File: config.mk
export PLATFORM = sky130hd
export DESIGN_NAME = seq_subtractor
export DESIGN_NICKNAME = d
export VERILOG_FILES = /design/src/rtl/seq_subtractor.sv
export SDC_FILE = /design/constraint.sdc
export NUM_CORES = 1
export LEC_CHECK = 0
export ABC_AREA = 1
export BUFFER_PORTS_ARGS = -buffer_cell sky130_fd_sc_hd__buf_2
export CAP_MARGIN = 20
export CORE_MARGIN = 4
export CORE_UTILIZATION = 50
export CTS_CLUSTER_DIAMETER = 200
export DETAILED_ROUTE_END_ITERATION = 10
export MAX_ROUTING_LAYER = met4
export PLACE_DENSITY = 0.8
export SLEW_MARGIN = 30
export SYNTH_ARGS = -nofsm -noshare
export SYNTH_HDL_FRONTEND = slang
export SYNTH_SLANG_ARGS = --single-unit
File: constraint.sdc
create_clock -name clk -period 4.5 [get_ports clk]
set_input_delay 0.45 -clock clk [delete_from_list [all_inputs] [get_ports clk]]
set_output_delay 0.45 -clock clk [all_outputs]
set_load 0.02 [all_outputs]
File: src/rtl/seq_subtractor.sv
// ---------------------------------------------------------------------------
// seq_subtractor
//
// Multi-cycle unsigned subtractor: diff = (a - b - bin) mod 2^WIDTH, with
// bout = 1 when a < b + bin. The operands are processed CHUNK bits per cycle,
// least significant chunk first, and the borrow is carried in a register
// between chunks. One transaction is in flight at a time: it is accepted in
// IDLE, computed over N = WIDTH/CHUNK cycles in RUN, and held in DONE until
// the consumer takes it.
//
// Optional feature (macro SEQ_SUB_ZERO_FLAG_EN): adds the zero output, a
// registered flag that is 1 when diff == 0. It is meaningful only while
// out_valid is 1.
//
// Ports
//   clk        sole clock, rising edge
//   rst_n      asynchronous active-low reset
//   in_valid   a, b and bin are valid
//   in_ready   block accepts operands (state IDLE)
//   a, b       minuend / subtrahend, unsigned, WIDTH bits
//   bin        borrow in
//   out_valid  diff and bout are valid (state DONE)
//   out_ready  consumer accepts the result
//   diff       difference, WIDTH bits
//   bout       borrow out
//   zero       diff == 0 (only with SEQ_SUB_ZERO_FLAG_EN)
// ---------------------------------------------------------------------------
module seq_subtractor #(
    parameter int WIDTH = 128,
    parameter int CHUNK = 32
) (
    input  logic             clk,
    input  logic             rst_n,
    input  logic             in_valid,
    output logic             in_ready,
    input  logic [WIDTH-1:0] a,
    input  logic [WIDTH-1:0] b,
    input  logic             bin,
    output logic             out_valid,
    input  logic             out_ready,
    output logic [WIDTH-1:0] diff,
    output logic             bout
`ifdef SEQ_SUB_ZERO_FLAG_EN
   ,output logic             zero
`endif
);

    localparam int N  = WIDTH / CHUNK;
    localparam int KW = (N > 1) ? $clog2(N) : 1;

    typedef enum logic [1:0] {IDLE, RUN, DONE} state_t;

    state_t           state_reg, state_next;
    logic [KW-1:0]    k_reg;
    logic [WIDTH-1:0] a_reg, b_reg;
    logic             borrow_reg;
    logic             bout_reg;

    logic [CHUNK-1:0] a_chunk [N];
    logic [CHUNK-1:0] b_chunk [N];
    logic [CHUNK-1:0] cur_a, cur_b, cur_diff;
    logic             cur_borrow;

    logic             accept;
    logic             running;
    logic             last_chunk;

    assign accept     = (state_reg == IDLE) && in_valid;
    assign running    = (state_reg == RUN);
    assign last_chunk = (k_reg == KW'(N - 1));

    // Outputs come from state decode or registers only.
    assign in_ready  = (state_reg == IDLE);
    assign out_valid = (state_reg == DONE);
    assign bout      = bout_reg;

    // ---------------------------------------------------------------------
    // Chunk view of the latched operands and per-chunk result registers.
    // Each diff chunk has its own register so only the active one is written.
    // ---------------------------------------------------------------------
    generate
        for (genvar gi = 0; gi < N; gi++) begin : g_chunk
            logic [CHUNK-1:0] diff_chunk_reg;

            assign a_chunk[gi] = a_reg[gi*CHUNK +: CHUNK];
            assign b_chunk[gi] = b_reg[gi*CHUNK +: CHUNK];

            always_ff @(posedge clk or negedge rst_n) begin
                if (!rst_n) begin
                    diff_chunk_reg <= '0;
                end else if (accept) begin
                    diff_chunk_reg <= '0;
                end else if (running && (k_reg == KW'(gi))) begin
                    diff_chunk_reg <= cur_diff;
                end
            end

            assign diff[gi*CHUNK +: CHUNK] = diff_chunk_reg;
        end
    endgenerate

    assign cur_a = a_chunk[k_reg];
    assign cur_b = b_chunk[k_reg];

    // One extra bit on the left: it becomes 1 exactly when the chunk
    // subtraction goes negative, i.e. it is the borrow into the next chunk.
    always_comb begin
        {cur_borrow, cur_diff} = {1'b0, cur_a} - {1'b0, cur_b}
                               - {{CHUNK{1'b0}}, borrow_reg};
    end

    // ---------------------------------------------------------------------
    // FSM
    // ---------------------------------------------------------------------
    always_ff @(posedge clk or negedge rst_n) begin
        if (!rst_n) begin
            state_reg <= IDLE;
        end else begin
            state_reg <= state_next;
        end
    end

    always_comb begin
        state_next = state_reg;
        case (state_reg)
            IDLE:    if (in_valid)   state_next = RUN;
            RUN:     if (last_chunk) state_next = DONE;
            DONE:    if (out_ready)  state_next = IDLE;
            default:                 state_next = IDLE;
        endcase
    end

    // ---------------------------------------------------------------------
    // Datapath: operand latch, chunk index, borrow chain, final borrow.
    // Operands are copied at accept, so later input changes are ignored.
    // ---------------------------------------------------------------------
    always_ff @(posedge clk or negedge rst_n) begin
        if (!rst_n) begin
            a_reg      <= '0;
            b_reg      <= '0;
            borrow_reg <= 1'b0;
            k_reg      <= '0;
            bout_reg   <= 1'b0;
        end else if (accept) begin
            a_reg      <= a;
            b_reg      <= b;
            borrow_reg <= bin;
            k_reg      <= '0;
        end else if (running) begin
            borrow_reg <= cur_borrow;
            if (last_chunk) begin
                bout_reg <= cur_borrow;
            end else begin
                k_reg <= k_reg + KW'(1);
            end
        end
    end

`ifdef SEQ_SUB_ZERO_FLAG_EN
    // Running AND of "chunk is zero"; it starts at 1 on accept, so it is
    // only a valid result once all chunks are done (state DONE).
    logic zero_reg;

    always_ff @(posedge clk or negedge rst_n) begin
        if (!rst_n) begin
            zero_reg <= 1'b0;
        end else if (accept) begin
            zero_reg <= 1'b1;
        end else if (running) begin
            zero_reg <= zero_reg & (cur_diff == '0);
        end
    end

    assign zero = zero_reg;
`endif

endmodule

== Yosys cells after proc, flatten, opt, wreduce, memory -nomap -nowiden ==
Index checks and enable logic that the tools add are counted.
Storage, ports and cells
  input port bits: 261
  memories kept: 0
  word-level logic and storage cells: 63
  latch bits: 0
  output and inout bits: 131
  memory bits (writable): 0
  register bits after elaboration: 390
  ROM bits: 0
Operators by class
  multiply operators: 0
  $add $sub $neg: 3
  bitwise gates (word level): 2
  multiplexer cells: 23
  divide/modulo/power cells: 0
  equal/unequal tests: 9
  shift operators: 0
  order comparisons: 1
  reduce and logical (&&, ||, !) cells: 15
Operators by type and width (number)
  $mux 32: 12
  $bmux 32 s2: 2
  $sub 32x32->33: 1
  $sub 33x1->33: 1
  $mux 2: 6
  $reduce_bool 2->1: 5
  $eq 2x2->1 const B: 3
  $pmux 2 s3: 1
  $reduce_and 3->1: 2
  $logic_and 1x1->1: 5
  $eq 2x1->1 const B: 2
  $logic_not 2->1: 2
  $ne 2x1->1 const B: 2
  $ne 2x2->1 const B: 2
  $ge 3x3->1 const B: 1
  $not 2->3: 1
  $add 2x1->2 const B: 1
  $mux 1: 2
  $reduce_and 2->1: 1
  $not 1->1: 1

== Longest topological paths before layout ==
  depth in word-level cells: 8
  depth in mapped cells: 21
  depth with buffers taken out: 19

== Worst setup path before layout ==
OpenSTA, ideal clock, no wires.
  path kind: reg2reg
  start point: reg k_reg[0]
  end point: reg g_chunk[1].diff_chunk_reg[16]
  data required time: 4364 ps
  stages on the path, launching flop included: 19
  path buffers: 2
  library setup time: 136 ps
  data arrival time: 3008 ps
  slack: 1356 ps
  period minus slack after synthesis: 3144 ps
  cells stage by stage: dfrtp_1 > inv_2 > clkbuf_1 > clkbuf_1 > nand2_1 > a32o_1 > fa_1 > inv_1 > fa_1 > nand2_1 > nand2_1 > nand2_1 > nand2_1 > o211ai_2 > nand2_1 > nand2_1 > or2_2 > nand3_1 > o21ai_0
On the way
  cells in the longest elaborated chain, start to end: 8
  elaborated cells on any way between the ends: 14
  those cells by class: add/sub: 2; eq/ne: 1; mux: 8; bitwise: 1; reduce/logical: 2
Ends and longest elaborated chain
  start, declared: line 54  | logic [KW-1:0] k_reg;
  start signal, assigned: line 154  | k_reg <= k_reg + KW'(1);
  $not 2->3 (not written as such): line 102, 103
  $bmux 32 s2, on equally long branches: line 102, 103
  $mux 32, on equally long branches (2 in a row): line 102, 103
  $sub 32x32->33: line 108  | {cur_borrow, cur_diff} = {1'b0, cur_a} - {1'b0, cur_b}
  $sub 33x1->33: line 109  | - {{CHUNK{1'b0}}, borrow_reg};
  $mux 32: line 93  | end else if (running && (k_reg == KW'(gi))) begin
  $mux 32: line 91  | end else if (accept) begin
  end signal, assigned: line 94  | diff_chunk_reg <= cur_diff;
  end, declared: line 83  | logic [CHUNK-1:0] diff_chunk_reg;
Parallel ways exist; a longest one is shown, timed or not. The select of a mux whose other input is x is not followed.
A chain may end at the register's enable or synchronous reset.

== Worst setup path after layout ==
  start point: reg k_reg[0]
  end point: reg g_chunk[0].diff_chunk_reg[30]
On the way
  cells in the longest elaborated chain, start to end: 8
  elaborated cells on any way between the ends: 14
  those cells by class: add/sub: 2; mux: 8; bitwise: 1; reduce/logical: 3
Ends and longest elaborated chain (line)
  $not 2->3 (not written as such): 102, 103
  $bmux 32 s2, on equally long branches: 102, 103
  $mux 32, on equally long branches (2 in a row): 102, 103
  $sub 32x32->33: 108
  $sub 33x1->33: 109
  $mux 32: 93
  $mux 32: 91
  end signal, assigned: 94
  end, declared: 83
Parallel ways exist; a longest one is shown, timed or not. The select of a mux whose other input is x is not followed.

==> out/summary.txt <==
CP Class -> reg2reg
CP startpoint kind -> flip-flop
area of the mapped netlist -> 0.0191 sq mm
share of layout cells above drive strength 1 -> 0.180
top cell type's share of synthesized area -> 0.510
initial antenna violation count -> 1
final critical-path share of the clock period -> 0.871
die extent in y -> 204 microns
H-Tree Depth -> 2
FF-to-FF path depth -> 18
Synth area leaders -> dfrtp_1 51%, nand2_1 23%, ha_1 4.2%, o21ai_0 3.4%, inv_1 2.6%
sequential area share after synthesis -> 0.510
post-synthesis area per instance -> 7.78 sq um
Initial Util -> 0.508
grt ovf -> 0
Highest Clock Rate -> 0.255 GHz
Via-to-Cell Ratio -> 5.36
vias in the first global route -> 17400
DR WL/cell -> 17.8 microns
Post-DRT Antenna Nets -> 0
row count -> 71
leading area contributor after synthesis -> dfrtp_1
EDFF count, synth -> 0
CTS tree -> built
failing checks -> negative hold slack
Core Region -> 0.0377 sq mm
final setup fails -> 0
Die Width -> 204 microns
slew of the pin with the lowest slew margin -> 0.954 ns
Critical Path Fanout Max -> 54
outcome -> finished, violations left
Post-Route Setup TNS -> 0 ns
Clock Sinks -> 390
Hold Path Class -> in2async
gpl congestion -> 0.940
crit path DAT -> 4.37 ns
First-pass DRT Iterations -> 8
first-pass GRT wire length -> 93400 microns
Die Area -> 0.0415 sq mm
vias post-DR -> 17800
max_slew headroom -> 0.364
CTS max path bufs -> 3
clock root cell -> clkbuf_16
Worst setup EP type -> flip-flop
total wire length -> 59200 microns
NumNets Final -> 3113
Critical Path RT -> 4.95 ns
Area Growth Syn to Fin -> 18.7%
Syn Inst Count -> 2460
clock slew at reported path FFs -> 0.06 ns
Final Max Tran Viols -> 0
largest net degree at the start of global routing -> 205
max-cap violations -> 0
IO Port Bufs -> 391
Tmin final -> 3.92 ns
synthesized flop and latch total -> 390
unrepaired setup endpoints after global routing -> false
1st-iter DRT viols -> 1632
Synth Net Count -> 2787
Hold Buf Count CTS -> 0
HPWL after detailed placement -> 43600 microns
# IOs -> 392
postcts setup bufs -> 0
DRC -> 0
count of cell types in the netlist -> 41
Worst-Skew Late Latency -> 0.55 ns
hold_ws -> -0.0546 ns
endpoints failing hold -> 25
Async S/R FF share, synth -> 1.00
ys flop type -> dfrtp_1
total track usage -> 0.289
post-CTS sizing -> 0
Num CTS Buffers -> 41
yosys warns -> 0
Worst Skew -> 0.0250 ns
==> layout make-up <==
| cell class | count | area, sq um |
|---|---|---|
| flip-flops and latches | 390 | 9760 |
| fillers | 3393 | 15000 |
| repair buffers | 410 | 2200 |
| inverters | 142 | 549 |
| clock inverters | 12 | 104 |
| well taps | 511 | 639 |
| multi-input cells | 1801 | 8280 |
| clock buffers | 60 | 1170 |
| diodes | 1 | 2.50 |
==> layer usage <==
layer / GRT usage / wire, microns / part of all wire / up-vias
met5: - / 0 / 0 / -
met4: 0.0703 / 1390 / 0.024 / 0
met3: 0.0442 / 4940 / 0.083 / 85
met2: 0.440 / 26800 / 0.45 / 844
met1: 0.412 / 26000 / 0.44 / 8404
li1: - / - / - / 8491
==> through the flow <==
step / instance area, sq um / instances / hold WS [ns] / setup WS (ns) / util
final: 22700 / 3327 / -0.0546 / 0.582 / 0.603
after floorplan: 19100 / 2460 / 0.154 / 1.36 / -
after CTS: 22700 / 3326 / 0.00191 / 0.617 / 0.603
after detailed placement: 21400 / 3254 / 0.453 / 0.654 / 0.569
after global routing: 22700 / 3327 / 0.0220 / 0.288 / 0.603
after global placement: 21400 / 3254 / 0.453 / 0.685 / 0.569
==> final timing paths <==
check,startpoint,end,slack [ns]
min in group clk,b[105],b_reg[105],0.09
setup reg to reg,k_reg[0],g_chunk[0].diff_chunk_reg[30],0.58
hold / removal,rst_n,g_chunk[0].diff_chunk_reg[11],-0.05
setup / recovery,k_reg[0],g_chunk[0].diff_chunk_reg[30],0.58
hold reg to reg,g_chunk[3].diff_chunk_reg[1],g_chunk[3].diff_chunk_reg[1],0.47
max in group asynchronous,rst_n,g_chunk[2].diff_chunk_reg[1],3.33
==> Yosys cell counts (all sizes together) (2+ instances only) <==
master / n
a32o: 31
a21oi: 73
buf: 68
nand2: 1182
nand3: 54
clkbuf: 59
fa: 2
o22ai: 31
o21bai: 6
dfrtp: 390
o21ai: 190
nand3b: 4
nor3: 5
nand4: 24
nor2: 116
a31oi: 3
or2: 8
inv: 142
ha: 64
==> cell usage in the layout, fill, tap and decap left out, types with 6 or more instances in the layout <==
cell type     n
a21oi_1      71
a32o_1       31
buf_12        7
buf_2       390
buf_4        12
clkbuf_1     12
clkbuf_16    41
clkbuf_8      7
clkinv_2      6
dfrtp_1     389
ha_1         64
inv_1       134
nand2_1    1172
nand2_2       8
nand3_1      48
nand3_2       6
nand4_1      24
nor2_1      112
o21ai_0     130
o21ai_1      60
o21bai_1      6
o22ai_1      31
==> cells by family after synthesis <==
family | Yosys count | share of synthesized area
buf+inv | 269 | 0.0574
simple gates | 1394 | 0.286
fa+ha+maj | 66 | 0.0439
flops | 390 | 0.510
compound gates | 340 | 0.102
xor+xnor | 1 | 0.000458
==> worst max-delay path, cell delays in order, from the launching register on <==
cell     delay [ns]
dfrtp_4        0.58
inv_4          0.42
buf_12         0.26
nand2_1        0.09
a32o_1         0.22
ha_1           0.28
inv_1          0.04
ha_1           0.36
a21oi_2        0.23
inv_1          0.09
a21oi_2        0.22
inv_1          0.12
nand3_1        0.09
nand2_1        0.14
nand3_1        0.13
nand2_1        0.05
nand2_1        0.05
nand3_1        0.19
o21ai_1        0.22
Power is left out: the tool's default activity adds up to more than one toggle a clock period on the data nets, which glitch-free logic cannot reach.
